### config.mk
export PLATFORM = sky130hd
export DESIGN_NAME = tx_packet_queue
export DESIGN_NICKNAME = d
export VERILOG_FILES = /design/src/rtl/tx_packet_queue.sv
export SDC_FILE = /design/constraint.sdc
export NUM_CORES = 1
export LEC_CHECK = 0
export ABC_AREA = 1
export CAP_MARGIN = 20
export CORE_UTILIZATION = 55
export CTS_BUF_LIST = sky130_fd_sc_hd__clkbuf_4 sky130_fd_sc_hd__clkbuf_8
export CTS_CLUSTER_DIAMETER = 80
export DETAILED_ROUTE_END_ITERATION = 6
export PLACE_DENSITY_LB_ADDON = 0.05
export SLEW_MARGIN = 0
export SYNTH_ARGS = -nofsm -noshare
export SYNTH_HDL_FRONTEND = slang
export SYNTH_SLANG_ARGS = --single-unit
### constraint.sdc
create_clock -name clk -period 2.5 [get_ports clk]
set_input_delay 0.625 -clock clk [delete_from_list [all_inputs] [get_ports clk]]
set_output_delay 0.625 -clock clk [all_outputs]
set_load 0.02 [all_outputs]
### src/rtl/tx_packet_queue.sv
// Transmit packet queue: buffers {dest_id, data, src_id} packets and presents them one at a time under a valid/ready grant.
// Optional grant-wait timeout with packet discard is enabled by defining TX_TIMEOUT_EN.
module tx_packet_queue #(
  parameter int unsigned ID_WIDTH   = 1,
  parameter int unsigned DATA_WIDTH = 1,
  parameter int unsigned DEPTH      = 4,
  parameter int unsigned TIMEOUT    = 16
) (
  input  logic                             clk,
  input  logic                             rst,
  input  logic [ID_WIDTH-1:0]              dest_id,
  input  logic [DATA_WIDTH-1:0]            data,
  input  logic [ID_WIDTH-1:0]              id,
  input  logic                             enable,
  output logic                             full,
  output logic                             overflow,
  output logic [$clog2(DEPTH):0]           count,
  output logic [2*ID_WIDTH+DATA_WIDTH-1:0] tx_out,
  output logic                             tx_valid,
  input  logic                             tx_ready,
  output logic                             busy,
  output logic                             drop
);

  localparam int unsigned PKT_W = 2 * ID_WIDTH + DATA_WIDTH;
  localparam int unsigned PTR_W = $clog2(DEPTH);
  localparam int unsigned CNT_W = PTR_W + 1;

  if (DEPTH < 2 || (DEPTH & (DEPTH - 1)) != 0 || TIMEOUT < 2) begin : g_param_check
    $error("tx_packet_queue: DEPTH must be a power of 2 >= 2 and TIMEOUT >= 2");
  end

  typedef enum logic {IDLE, SEND} state_t;

  state_t             state;
  state_t             next_state;
  logic [PKT_W-1:0]   mem [DEPTH];
  logic [PTR_W-1:0]   wr_ptr;
  logic [PTR_W-1:0]   rd_ptr;
  logic               push;
  logic               load;
  logic               clr;
  logic               timeout;
  logic               tx_valid_next;
  logic [CNT_W-1:0]   count_next;
  logic               full_next;

  // Next state: a load always pops the FIFO head into the output register.
  always_comb begin
    next_state    = state;
    load          = 1'b0;
    clr           = 1'b0;
    push          = enable && !full;
    case (state)
      IDLE: begin
        if (count != '0) begin
          load       = 1'b1;
          next_state = SEND;
        end
      end
      SEND: begin
        if (tx_ready || timeout) begin
          if (count != '0) begin
            load = 1'b1;
          end else begin
            clr        = 1'b1;
            next_state = IDLE;
          end
        end
      end
      default: next_state = IDLE;
    endcase
    tx_valid_next = load || (tx_valid && !clr);
    count_next    = count + CNT_W'(push) - CNT_W'(load);
    full_next     = (count_next == CNT_W'(DEPTH));
  end

  always_ff @(posedge clk or posedge rst) begin
    if (rst) begin
      state <= IDLE;
    end else begin
      state <= next_state;
    end
  end

  // Storage array carries no reset; occupancy is tracked by the pointers and count.
  always_ff @(posedge clk) begin
    if (push) begin
      mem[wr_ptr] <= {dest_id, data, id};
    end
  end

  always_ff @(posedge clk or posedge rst) begin
    if (rst) begin
      wr_ptr   <= '0;
      rd_ptr   <= '0;
      count    <= '0;
      full     <= 1'b0;
      overflow <= 1'b0;
      busy     <= 1'b0;
      tx_valid <= 1'b0;
      tx_out   <= '0;
    end else begin
      if (push) begin
        wr_ptr <= wr_ptr + PTR_W'(1);
      end
      if (load) begin
        rd_ptr <= rd_ptr + PTR_W'(1);
        tx_out <= mem[rd_ptr];
      end else if (clr) begin
        tx_out <= '0;
      end
      count    <= count_next;
      full     <= full_next;
      overflow <= overflow || (enable && full);
      busy     <= tx_valid_next || (count_next != '0);
      tx_valid <= tx_valid_next;
    end
  end

`ifdef TX_TIMEOUT_EN
  localparam int unsigned TW = $clog2(TIMEOUT);

  logic [TW-1:0] wait_cnt;

  assign timeout = (state == SEND) && !tx_ready && (wait_cnt == TW'(TIMEOUT - 1));

  // Grant-wait counter restarts with every packet presented.
  always_ff @(posedge clk or posedge rst) begin
    if (rst) begin
      wait_cnt <= '0;
      drop     <= 1'b0;
    end else begin
      if (load || clr) begin
        wait_cnt <= '0;
      end else if (state == SEND && !tx_ready) begin
        wait_cnt <= wait_cnt + TW'(1);
      end
      drop <= timeout;
    end
  end
`else
  assign timeout = 1'b0;
  assign drop    = 1'b0;
`endif

endmodule
### Yosys cells after proc, flatten, opt, wreduce, memory -nomap -nowiden

Memory sizes are Yosys's and may differ from the RTL's.
Index checks and enable logic that the tools add are counted.

| cells by class | value |
|---|---|
| $add $sub $neg | 4 |
| equality and inequality tests | 1 |
| mux-type cells | 12 |
| bitwise operators | 1 |
| reduce and logical (&&, ||, !) cells | 11 |

Operator list:

| operator | number |
|---|---|
| $mux W1 | 8 |
| $mux W3 | 2 |
| $reduce_bool A3 Y1 | 2 |
| $add A2 B1 Y2 const B | 2 |
| $pmux W1 S2 | 2 |
| $add A3 B1 Y3 | 1 |
| $eq A3 B3 Y1 const B | 1 |
| $logic_and A1 B1 Y1 | 3 |
| $logic_or A1 B1 Y1 | 3 |
| $sub A3 B1 Y3 | 1 |
| $logic_not A1 Y1 | 2 |
| $reduce_bool A2 Y1 | 1 |
| $not A1 Y1 | 1 |

| word-level totals | value |
|---|---|
| bits in registers | 15 |
| RAM bits | 12 |
| bits of input ports | 7 |
| output and inout bits | 11 |
| memories | 1 |

Memory list:

| name | depth | bits a word | rd ports | clocked after memory_dff | wr ports | line | RTL |
|---|---|---|---|---|---|---|---|
| mem | 4 | 3 | 1 | 0 | 1 | 37 | `logic [PKT_W-1:0] mem [DEPTH];` |

### Longest topological paths before layout

| logic depth | value |
|---|---|
| word-level depth | 8 |
| mapped depth | 15 |

### Worst setup path before layout

OpenSTA, ideal clock, no wires.

| path | value |
|---|---|
| path kind | input -> register |
| start | input port tx_ready |
| end | register busy |
| library setup time | 0.119 ns |
| arrival | 1.987 ns |
| data required time | 2.381 ns |
| setup slack | 0.394 ns |
| cell stages on the path | 14 |
| path through | inv_1 -> nand2_1 -> nand2_4 -> inv_2 -> nand2_2 -> nand2_1 -> ha_1 -> fa_1 -> inv_1 -> nand2_1 -> nand3_1 -> nand2_2 -> nor2_2 -> nand2_1 |

| on the way | value |
|---|---|
| elaborated cells between the ends (all ways) | 10 |

RTL lines:

| element | line | RTL |
|---|---|---|
| start: declaration | 20 | `input logic tx_ready,` |
| $mux W1 | 62 | `if (tx_ready \|\| timeout) begin` |
| $pmux W1 S2 | 54 | `case (state)` |
| $sub A3 B1 Y3 | 74 | `count_next = count + CNT_W'(push) - CNT_W'(load);` |
| named net count_next[2] | 45 | `logic [CNT_W-1:0] count_next;` |
| $reduce_bool A3 Y1 | 116 | `busy <= tx_valid_next \|\| (count_next != '0);` |
| $logic_or A1 B1 Y1 | 116 |  |
| end signal: assignment | 116 |  |
| end: declaration | 21 | `output logic busy,` |

The timed path passes the listed nets, and every way through them passes these cells.
A chain may end at the register's enable or synchronous reset.

### Worst setup path in the final report

Ends and elaborated chain as after synthesis.

==> flow_summary.yaml <==
die:
  die_w_microns: 48.5
  dieArea_sq_mm: 0.00235
  core_area_sq_mm: 0.00200
  start_util_pct: 59.4
  io-pin-count: 18
  die_y_microns: 48.5
  rows: 16
power_and_ir_drop:
  ir_drop_uv: 809
  p_leak_nw: 0.649
  powerDensity_mw_per_mm2: 1160
cells_and_area:
  final_common_cell: "nand2_1"
  final_layout_size_suffix_gt1_share_pct: 13.4
  syn2layout_area_growth_pct: 20.3
  most-common-layout-cells: "nand2_1 (25), nand3_1 (16), clkdlybuf4s50_1 (16)"
  fin_nets: 148
  regArea_sq_um: 736
  instances_no_fill: 161
  insertedDiodeCount: 0
  nFillCells: 149
  multi_input_area_sq_um: 385
place:
  io_buffers: 16
  dp.cells: 157
  gp_congestion: 0.762
  hpwl_microns: 1570
setup_path:
  critPathRequiredTime_ps: 2720
  reg2reg_slack_ps: 470
  r2r_start: "count[1]"
  r2r_end: "busy"
  cp-start-kind: "primary input"
  cp_max_fo: 3
  reg2reg_depth: 14
  path_class: "in -> reg"
  critPathCaptureType: "flip-flop"
  arrival_ps: 2500
logic_synthesis:
  synthesis.nets: 125
  async_flop_share_pct: 55.6
  synth-seq-cells: 27
  netlist_area_sq_mm: 0.00119
  yosysSeqAreaShare_pct: 61.8
  synthCells: 112
  synth_top_flop_cell: "dfrtp_1"
  yosysTopAreaCellShare_pct: 31.5
  ys_warn_count: 0
  yosysUniqueCellTypes: 20
  avgSynthCellArea_sq_um: 10.6
  synth_edf_count: 12
  synth_area_leaders: "dfrtp_1 (32%), edfxtp_1 (30%), nand2_1 (7.9%)"
  yosysTopAreaCell: "dfrtp_1"
timing:
  fmax_mhz: 439
  post-route-period-util_pct: 91.1
  finalClockSkew_ps: 2.87
  max-slew-margin-rel_pct: 62.5
  hold_violations: 0
  rsz0062_at_grt: "false"
  worst_pin_slew_ps: 562
  finalMaxSlewViolations: 0
  min_period_ps: 2280
  final.setup.tns_ps: 0
  timing.final.setup_violations: 0
routing:
  ant_nets: 0
  drc: 0
  wl_microns: 1990
  drtIter0Drc: 14
  viasPerCell: 4.86
  firstDrtPassIters: 4
  wl_per_cell_microns: 12.4
  vias: 782
run:
  cap_violations: 0
clock_tree:
  cts_buffers: 3
  cts_tree: "done"
  clock-root-buffer: "clkbuf_4"
  clk_latency_ps: 320
  clock_sinks: 27
  cts_hold_buf: 0
  cts.repair.resized: 0
  cts_max_level: 1
  clk_transition_reported_paths_ps: 130
  clk_path_buf_depth: 2
  cts_setup_buffers: 0
global_route:
  grt_overflow: 0
  grt_first_pass_wirelength_microns: 3330
  grt_usage_pct: 19.5
  antenna_found_initial: 0
  grt_start_max_net_pins: 16
  first_global_vias: 764
worst_hold_path:
  hold_path_startpoint: "overflow"
  worstHoldPathCells: 1
  hold_path_class: "reg -> reg"
  hold_path_end: "overflow"
outcome:
  outcome: "finished clean"
-- state kept, by name, indices dropped and copies added, names as in the netlist --
signal / flops
mem: 12
count: 3
tx_out: 3
rd_ptr: 2
wr_ptr: 2
busy: 1
full: 1
overflow: 1
state: 1
tx_valid: 1
-- cells by family (layout without fill, tap and decap cells) --
logic type,count (synthesis),after routing,synth area share (%)
AOI/OAI and AO/OA,4,4,2.10
buffers and inverters,17,39,5.78
other,1,1,0.315
adders and majority gates,6,6,6.94
xor gates and xnor gates,2,2,1.47
DFF,27,27,61.8
and+or+nand+nor,55,55,21.6
-- report_power, final --
part / leakage (nW) / internal (mW) / total (mW) / switching (mW)
Clock: 0.0184 / 0.0733 / 0.190 / 0.117
Combinational: 0.350 / 0.317 / 0.762 / 0.446
Sequential: 0.281 / 0.611 / 0.708 / 0.0972
Total: 0.649 / 1.00 / 1.66 / 0.660
-- worst max-delay path by stage --
| stage | end | start | slack [ps] |
|---|---|---|---|
| CTS | busy | tx_ready | 230 |
| global placement | busy | tx_ready | -40 |
| finish | busy | tx_ready | 220 |
| floorplan | busy | tx_ready | 390 |
| global route | full | tx_ready | 90 |
| detailed placement | busy | tx_ready | -140 |
-- layout make-up --
| type | instances | area share (%) |
|---|---|---|
| Clock buffer | 4 | 2.10 |
| Tap cell | 27 | 2.36 |
| Timing Repair Buffer | 20 | 13.3 |
| Inverter | 15 | 3.93 |
| Multi-Input combinational cell | 68 | 26.9 |
| Sequential cell | 27 | 51.4 |
-- metrics by stage --
stage | hold slack, ps | power [mW] | util [%] | worst slack (ps) | cell area (sq um)
after floorplan | 521 | 1.20 | - | 394 | 1190
after global routing | 513 | 1.79 | 71.5 | 93.2 | 1430
final | 480 | 1.66 | 71.5 | 222 | 1430
after global placement | 439 | 1.44 | 70.0 | -35.0 | 1400
after detailed placement | 452 | 1.48 | 70.0 | -135 | 1400
after CTS | 482 | 1.68 | 71.5 | 228 | 1430
-- synthesized netlist by cell type, types with 2 or more instances --
cell type / number
nand2_1: 25
nand3_1: 16
dfrtp_1: 15
inv_1: 13
edfxtp_1: 12
nor2_1: 6
ha_1: 5
nand2_2: 4
inv_2: 2
nand2_4: 2
nor2_2: 2
xor2_1: 2
-- critical path: stages --
cell	delay (ps)
clkdlybuf4s50_1	420
inv_1	60
nand2_1	100
nand2_4	100
inv_2	50
nand2_2	60
nand2_1	70
ha_1	200
fa_1	390
inv_1	70
nand2_1	60
nand3_1	120
nand2_2	70
nor2_2	70
nand2_1	50
-- metal layers --
metal  share of wire, %  track usage, %  vias up
met5                  0               0        -
met4                1.5            7.35        0
met3                3.1            4.09        3
met2                 51            33.8       15
met1                 44            24.0      367
li1                   -               -      397
(Power assumes the default switching activity.)
